==> config.mk <==
export PLATFORM = sky130hd
export DESIGN_NAME = fa32_sched
export DESIGN_NICKNAME = d
export VERILOG_FILES = /design/src/rtl/fa32_sched.sv
export SDC_FILE = /design/constraint.sdc
export NUM_CORES = 1
export LEC_CHECK = 0
export ABC_CLOCK_PERIOD_IN_PS = 2500
export BUFFER_PORTS_ARGS = -buffer_cell sky130_fd_sc_hd__buf_4
export CORE_AREA = 2 2 170 172
export DETAILED_ROUTE_END_ITERATION = 7
export DIE_AREA = 0 0 172 174
export GPL_ROUTABILITY_DRIVEN = 0
export PLACE_DENSITY = 0.71
export SYNTH_ARGS = -nofsm -noshare
export SYNTH_HDL_FRONTEND = slang
export SYNTH_SLANG_ARGS = --single-unit
==> constraint.sdc <==
create_clock -name clk -period 2.5 [get_ports clk]
set_clock_uncertainty 0.05 [all_clocks]
set_input_delay 0.25 -clock clk [delete_from_list [all_inputs] [get_ports clk]]
set_output_delay 0.25 -clock clk [all_outputs]
set_load 0.03 [all_outputs]
==> src/rtl/fa32_sched.sv <==
// rtl/fa32_sched.sv - round-robin scheduler sharing one combinational fa32_int adder
// Narrow ops take one adder beat; wide ops chain lo then hi with the lo carry.
module fa32_sched #(
  parameter int NREQ = 2,
  parameter int RRP0 = 0
) (
  input  logic              clk,
  input  logic              resetl,
  input  logic [NREQ-1:0]   req_valid,
  output logic [NREQ-1:0]   req_ready,
  input  logic [NREQ-1:0]   req_wide,
  input  logic [NREQ-1:0]   req_ci,
  input  logic [NREQ*64-1:0] req_a,
  input  logic [NREQ*64-1:0] req_b,
  output logic [NREQ-1:0]   rsp_valid,
  input  logic [NREQ-1:0]   rsp_ready,
  output logic [63:0]       rsp_sum,
  output logic              rsp_co32,
  output logic              rsp_co31,
  output logic              rsp_co24,
  output logic              rsp_ovf,
  output logic [31:0]       add_a,
  output logic [31:0]       add_b,
  output logic              add_c,
  input  logic [31:0]       add_s,
  input  logic              add_co32,
  input  logic              add_co31,
  input  logic              add_co24
);

  localparam int IW = (NREQ > 2) ? 2 : 1;
  localparam logic [IW-1:0] RR_RESET = IW'((RRP0 + NREQ - 1) % NREQ);

  typedef enum logic [1:0] {S_IDLE, S_LO, S_HI, S_RSP} state_t;

  state_t          state, state_nx;
  logic [IW-1:0]   rr, id, winner;
  logic            found;
  logic [63:0]     sel_a, sel_b, a_q, b_q, sum_q;
  logic            sel_wide, sel_ci, wide_q, ci_q, cy;
  logic            co32_q, co31_q, co24_q;

  // Round-robin search begins one past the last winner.
  always_comb begin
    int idx_i;
    logic [IW-1:0] idx;
    winner = '0;
    found  = 1'b0;
    idx_i  = 0;
    idx    = '0;
    for (int k = 1; k <= NREQ; k++) begin
      idx_i = (int'(rr) + k) % NREQ;
      idx   = IW'(idx_i);
      if (!found && req_valid[idx]) begin
        winner = idx;
        found  = 1'b1;
      end
    end
  end

  always_comb begin
    sel_a    = '0;
    sel_b    = '0;
    sel_wide = 1'b0;
    sel_ci   = 1'b0;
    for (int i = 0; i < NREQ; i++) begin
      if (winner == IW'(i)) begin
        sel_a    = req_a[i*64 +: 64];
        sel_b    = req_b[i*64 +: 64];
        sel_wide = req_wide[i];
        sel_ci   = req_ci[i];
      end
    end
  end

  always_ff @(posedge clk or negedge resetl) begin
    if (!resetl) state <= S_IDLE;
    else         state <= state_nx;
  end

  always_comb begin
    state_nx = state;
    case (state)
      S_IDLE:  if (found) state_nx = S_LO;
      S_LO:    state_nx = wide_q ? S_HI : S_RSP;
      S_HI:    state_nx = S_RSP;
      S_RSP:   if (rsp_ready[id]) state_nx = S_IDLE;
      default: state_nx = S_IDLE;
    endcase
  end

  always_comb begin
    req_ready = '0;
    rsp_valid = '0;
    add_a     = '0;
    add_b     = '0;
    add_c     = 1'b0;
    case (state)
      S_IDLE: if (found) req_ready[winner] = 1'b1;
      S_LO: begin
        add_a = a_q[31:0];
        add_b = b_q[31:0];
        add_c = ci_q;
      end
      S_HI: begin
        add_a = a_q[63:32];
        add_b = b_q[63:32];
        add_c = cy;
      end
      S_RSP:   rsp_valid[id] = 1'b1;
      default: ;
    endcase
  end

  // Sum and flags are captured in the same edge the adder is driven.
  always_ff @(posedge clk or negedge resetl) begin
    if (!resetl) begin
      rr     <= RR_RESET;
      id     <= '0;
      a_q    <= '0;
      b_q    <= '0;
      wide_q <= 1'b0;
      ci_q   <= 1'b0;
      cy     <= 1'b0;
      sum_q  <= '0;
      co32_q <= 1'b0;
      co31_q <= 1'b0;
      co24_q <= 1'b0;
    end else begin
      case (state)
        S_IDLE: if (found) begin
          rr     <= winner;
          id     <= winner;
          a_q    <= sel_a;
          b_q    <= sel_b;
          wide_q <= sel_wide;
          ci_q   <= sel_ci;
        end
        S_LO: begin
          sum_q[31:0] <= add_s;
          cy          <= add_co32;
          if (!wide_q) begin
            sum_q[63:32] <= '0;
            co32_q       <= add_co32;
            co31_q       <= add_co31;
            co24_q       <= add_co24;
          end
        end
        S_HI: begin
          sum_q[63:32] <= add_s;
          co32_q       <= add_co32;
          co31_q       <= add_co31;
          co24_q       <= add_co24;
        end
        default: ;
      endcase
    end
  end

  assign rsp_sum  = sum_q;
  assign rsp_co32 = co32_q;
  assign rsp_co31 = co31_q;
  assign rsp_co24 = co24_q;
  assign rsp_ovf  = co32_q ^ co31_q;

endmodule

After elaboration in Yosys (flattened, before gate mapping). Cells that the tools add are included.

Bits in registers: 202. Logic and storage cells: 73.

$add $sub $neg: 2. Magnitude comparators: 6. Equality and inequality tests: 6. Multiplexer cells: 36. Bitwise logic cells: 1. Reduce and logical (&&, ||, !) cells: 9.

Operator list (count): $pmux W32 S2 (3); $mux W64 (2); $mux W32 (1); $mux W1 (18); $mux W2 (5); $lt A1 B2 Y1 const B (4); $pmux W1 S2 (4); $pmux W2 S4 (1); $ne A2 B2 Y1 const B (3); $reduce_and A2 Y1 (3); $eq A2 B2 Y1 const B (2); $logic_and A1 B1 Y1 (3); $add A1 B1 Y1 const B (2); $demux W1 S1 (2); $eq A2 B1 Y1 const B (1); $ge A1 B1 Y1 const B (2); $logic_not A2 Y1 (1); $reduce_bool A2 Y1 (1); $logic_not A1 Y1 (1); $xor A1 B1 Y1 (1).

Longest topological paths before layout.
Depth after elaboration: 13. Gate-level depth with buffers: 7. Mapped depth without buffers: 5.

Least setup slack after synthesis. OpenSTA, ideal clock, no wires.

Path kind: register to output. From: reg state[0]. To: out add_a[0]. Data arrival time: 1.826 ns. Setup slack: 0.374 ns. Stages on the path, launching flop included: 7. Path buffers: 2. Path through: dfrtp_1 -> inv_1 -> ha_1 -> clkbuf_1 -> buf_1 -> a22oi_1 -> nor2b_1.

Word-level cells in the longest chain between the ends: 2. Elaborated cells on any way between the ends: 3. Those cells by class: 2 x eq/ne; 1 x mux.

RTL lines: from (decl) (RTL line 36) `state_t state, state_nx;`; from (signal assigned) (RTL line 78) `else state <= state_nx;`; $eq A2 B2 Y1 / $eq A2 B1 Y1 (equally long branches) (RTL line 98) `case (state)`; $pmux W32 S2 (*) (RTL line 98); to (decl) (RTL line 22) `output logic [31:0] add_a,`.

Every way passes the cells marked *; elsewhere a longest branch is shown, timed or not.

Final worst setup path.
From: reg state[0]. To: out add_b[13].

Word-level cells in the longest chain between the ends: 2. Elaborated cells on any way between the ends: 3. Those cells by class: 2 x eq/ne; 1 x mux.

RTL lines: $eq A2 B2 Y1 / $eq A2 B1 Y1 (equally long branches) (RTL line 98); $pmux W32 S2 (*) (RTL line 98); to (decl) (RTL line 23) `output logic [31:0] add_b,`.

Marked as above.

==> key figures <==
Status
  • Result of the run: finished, final reports clean

Clock network
  • Cell at the root of the clock tree: clkbuf_16
  • Clock Path Buffers: 3
  • Number of clock buffers inserted by TritonCTS: 23
  • Clock input transition at the sequential cells of the worst setup and hold paths: 0.06 ns
  • Number of sinks on the clock net: 202
  • Clk Latency, worst-skew pair: 0.50 ns
  • CTS HTree Levels: 1
  • TritonCTS clock tree: yes

Critical path
  • Required time of the critical path: 2.20 ns
  • Critical path endpoint category: output pin
  • Maximum fanout along the worst path: 28
  • Data arrival, critical path: 2.14 ns
  • Type of the setup path with the least slack: register to output pin
  • Endpoint of the lowest-slack register-to-register path: b_q[45]
  • Startpoint of the worst register-to-register path: state[0]
  • Startpoint kind of the worst setup timing path: register
  • Worst Reg-to-Reg Cells: 6
  • Register-to-register setup slack: 0.07 ns

Finish
  • Area Overhead vs Synth: 64.0%
  • Nets@finish: 1775
  • Fraction of final layout cells with drive strength greater than 1: 0.370

Timing
  • Least-Margin Pin Slew: 0.439 ns
  • Final period utilization: 0.978
  • Max Slew Vio Count: 0
  • Setup repair after global routing missed its margin: false
  • Fin crit period: 2.44 ns
  • Relative slew slack: 0.700
  • Setup-violating endpoint count in the final report: 0
  • Total Neg Setup Slack: 0 ns
  • Max Fclk: 409 MHz
  • Number of hold-slack violations in the final timing report: 0

Global route
  • Total routing resource utilization after global routing: 0.233
  • Met3 Track Usage GR: 0.0421
  • Vias in the first global route: 10295
  • Pin count of the biggest net entering global routing: 100
  • Busiest layer in global routing: met2
  • Total congestion overflow after global routing: 0
  • Number of antenna violations at the first check in global routing: 0
  • GR Layer Usage met1: 0.283
  • Wire length of the first global-routing pass: 55.5 mm
  • Met2 track utilization from global routing: 0.409

Floorplan
  • Die outline height: 174 microns
  • Area of the core region: 28200 sq um
  • Effective utilization at floorplan: 0.351
  • Horizontal die dimension: 172 microns
  • Number of primary I/O pins: 438
  • Die outline area: 29900 sq um
  • Rows: 62

Yosys
  • Leading register cell type out of synthesis: dfrtp_1
  • Count of flip-flops with a built-in enable after synthesis: 0
  • Fraction of synthesis flops using an asynchronous set or reset pin: 1.00
  • Dominant cell by count in the synthesized netlist: dfrtp_1
  • Top cells by count, synth: 201 x dfrtp_1, 90 x a221o_1, 90 x and3_1, 72 x mux2i_1, 72 x nand2_1
  • Cell count after synthesis: 878
  • Share of synthesized area occupied by flip-flops and latches: 0.510
  • Fraction of synthesized cell area taken by the top area cell type: 0.508
  • Total of flip-flops plus latches after synthesis: 202
  • Distinct cells, synth: 32
  • Cell type with the largest total area after synthesis: dfrtp_1
  • Cell types with the largest area share after synthesis: dfrtp_1 51%, a221o_1 9.1%, mux2i_1 7.3%, and3_1 5.7%, a22oi_1 4.9%
  • Mean post-synth cell area: 11.3 sq um
  • Synth warnings: 0
  • Number of nets in the synthesized netlist: 1185
  • Post-Syn Area: 9910 sq um

Pwr
  • Power density over cell area: 1270 nW/um^2
  • Lkg Pwr: 7.91 nW
  • Total power consumption of the routed design: 0.0206 W
  • Worst vdd ir: 0.000676 V

Route
  • DR DRC count: 0
  • DR iter-0 viols: 632
  • Routed length per instance: 20.0 microns
  • Average vias per placed instance: 5.23
  • Total via count in the routed design: 9757
  • WL final: 37.2 mm
  • Drt first pass iters: 5
  • Remaining antenna violation count after routing: 0

Worst hold path
  • Start point of the worst hold path: req_a[20]
  • Worst-case hold path end point: a_q[20]
  • Depth of the worst hold-timing path: 3
  • Class of the tightest hold or removal check: input pin to register

Placed design
  • Dpl hpwl: 22.9 mm
  • Number of I/O port buffers: 437

Flow run
  • Max Cap Viol: 0
==> how the worst max path moves through the flow <==
stage	from	end	slack, ns
6_report	state[0]	add_b[13]	0.06
5_1_grt	state[0]	add_b[13]	0.004
4_1_cts	state[1]	add_b[13]	0.008
3_5_place_dp	state[0]	add_b[13]	0.42
3_3_place_gp	state[0]	add_b[13]	0.42
2_1_floorplan	state[0]	add_a[0]	0.37
==> final cells by class <==
type	instances	area, sq um
Clock buffer	33	663
Timing Repair Buffer	649	5620
Inverter	34	128
Sequential cell	202	5060
Multi-Input combinational cell	558	4250
Tap cell	384	480
Fill cell	2246	12000
Clock inverter	3	43.8
Antenna cell	1	2.50
==> stage by stage <==
step	instances	hold WS, ns	util	area (sq um)	worst slack (ns)
2_1_floorplan	878	-0.0956	-	9910	0.374
3_3_place_gp	1637	0.194	0.478	13500	0.424
3_5_place_dp	1637	0.196	0.478	13500	0.423
4_1_cts	1857	0.0000834	0.570	16100	0.00798
5_1_grt	1863	0.00611	0.575	16200	0.00398
6_report	1864	0.00182	0.575	16200	0.0555
==> power breakdown <==
group	internal (W)	switching (W)	total (W)	leakage, nW
Clock	0.00192	0.00132	0.00325	0.347
Sequential	0.00491	0.00109	0.00600	2.51
Combinational	0.00506	0.00627	0.0113	5.05
==> sequential cells by signal, summed over array words and instances, names as in the netlist <==
| signal | flops |
|---|---|
| rsp_co32 | 1 |
| state | 2 |
| rsp_sum | 64 |
| rsp_co24 | 1 |
| ci_q | 1 |
| cy | 1 |
| wide_q | 1 |
| a_q | 64 |
| rr | 1 |
| id | 1 |
| rsp_co31 | 1 |
| b_q | 64 |
==> worst max-delay path, cell delays in order (launching register included) <==
cell and delay [ns]:
dfrtp_1 0.45, inv_2 0.19, ha_4 0.25, buf_12 0.21, a22oi_1 0.12, nor2b_1 0.20, buf_4 0.20
==> logic make-up after synthesis <==
kind of cell | count (synthesis) | synth area share
simple gates | 238 | 0.132
compound gates | 204 | 0.169
flops | 202 | 0.510
buf+inv | 118 | 0.0654
mux | 109 | 0.115
fa+ha+maj | 6 | 0.00758
xor+xnor | 1 | 0.000884
==> layout by cell type (no fill, tap or decap), types with 2 or more instances in the layout <==
cell type / count
mux2i_1: 72
inv_1: 32
nand2_1: 72
and2_1: 2
dlygate4sd3_1: 181
a22oi_1: 65
nor2_1: 3
clkbuf_8: 6
clkbuf_16: 26
buf_12: 15
ha_4: 3
dfrtp_1: 200
nor2b_1: 67
inv_2: 2
ha_1: 3
o21ai_1: 40
clkbuf_1: 5
a221o_1: 90
buf_4: 446
mux2_2: 37
and3_1: 90
==> repair_timing <==
action,in CTS,in global routing
gates cloned,1,3
buffers inserted,2,3
setup endpoints to repair,66,63
hold buffers,181,0
pin swaps,0,1
gates resized for setup,5,8
hold endpoints to repair,231,0
==> layer usage <==
layer  part of all wire  wire length (microns)  up-vias
met2               0.50                  18600      466
met1               0.39                  14700     4795
met4              0.034                   1250        0
li1                   -                      -     4408
met3              0.071                   2650       88
met5                  0                      0        -
Note: power is estimated with default switching activity, not from simulation.
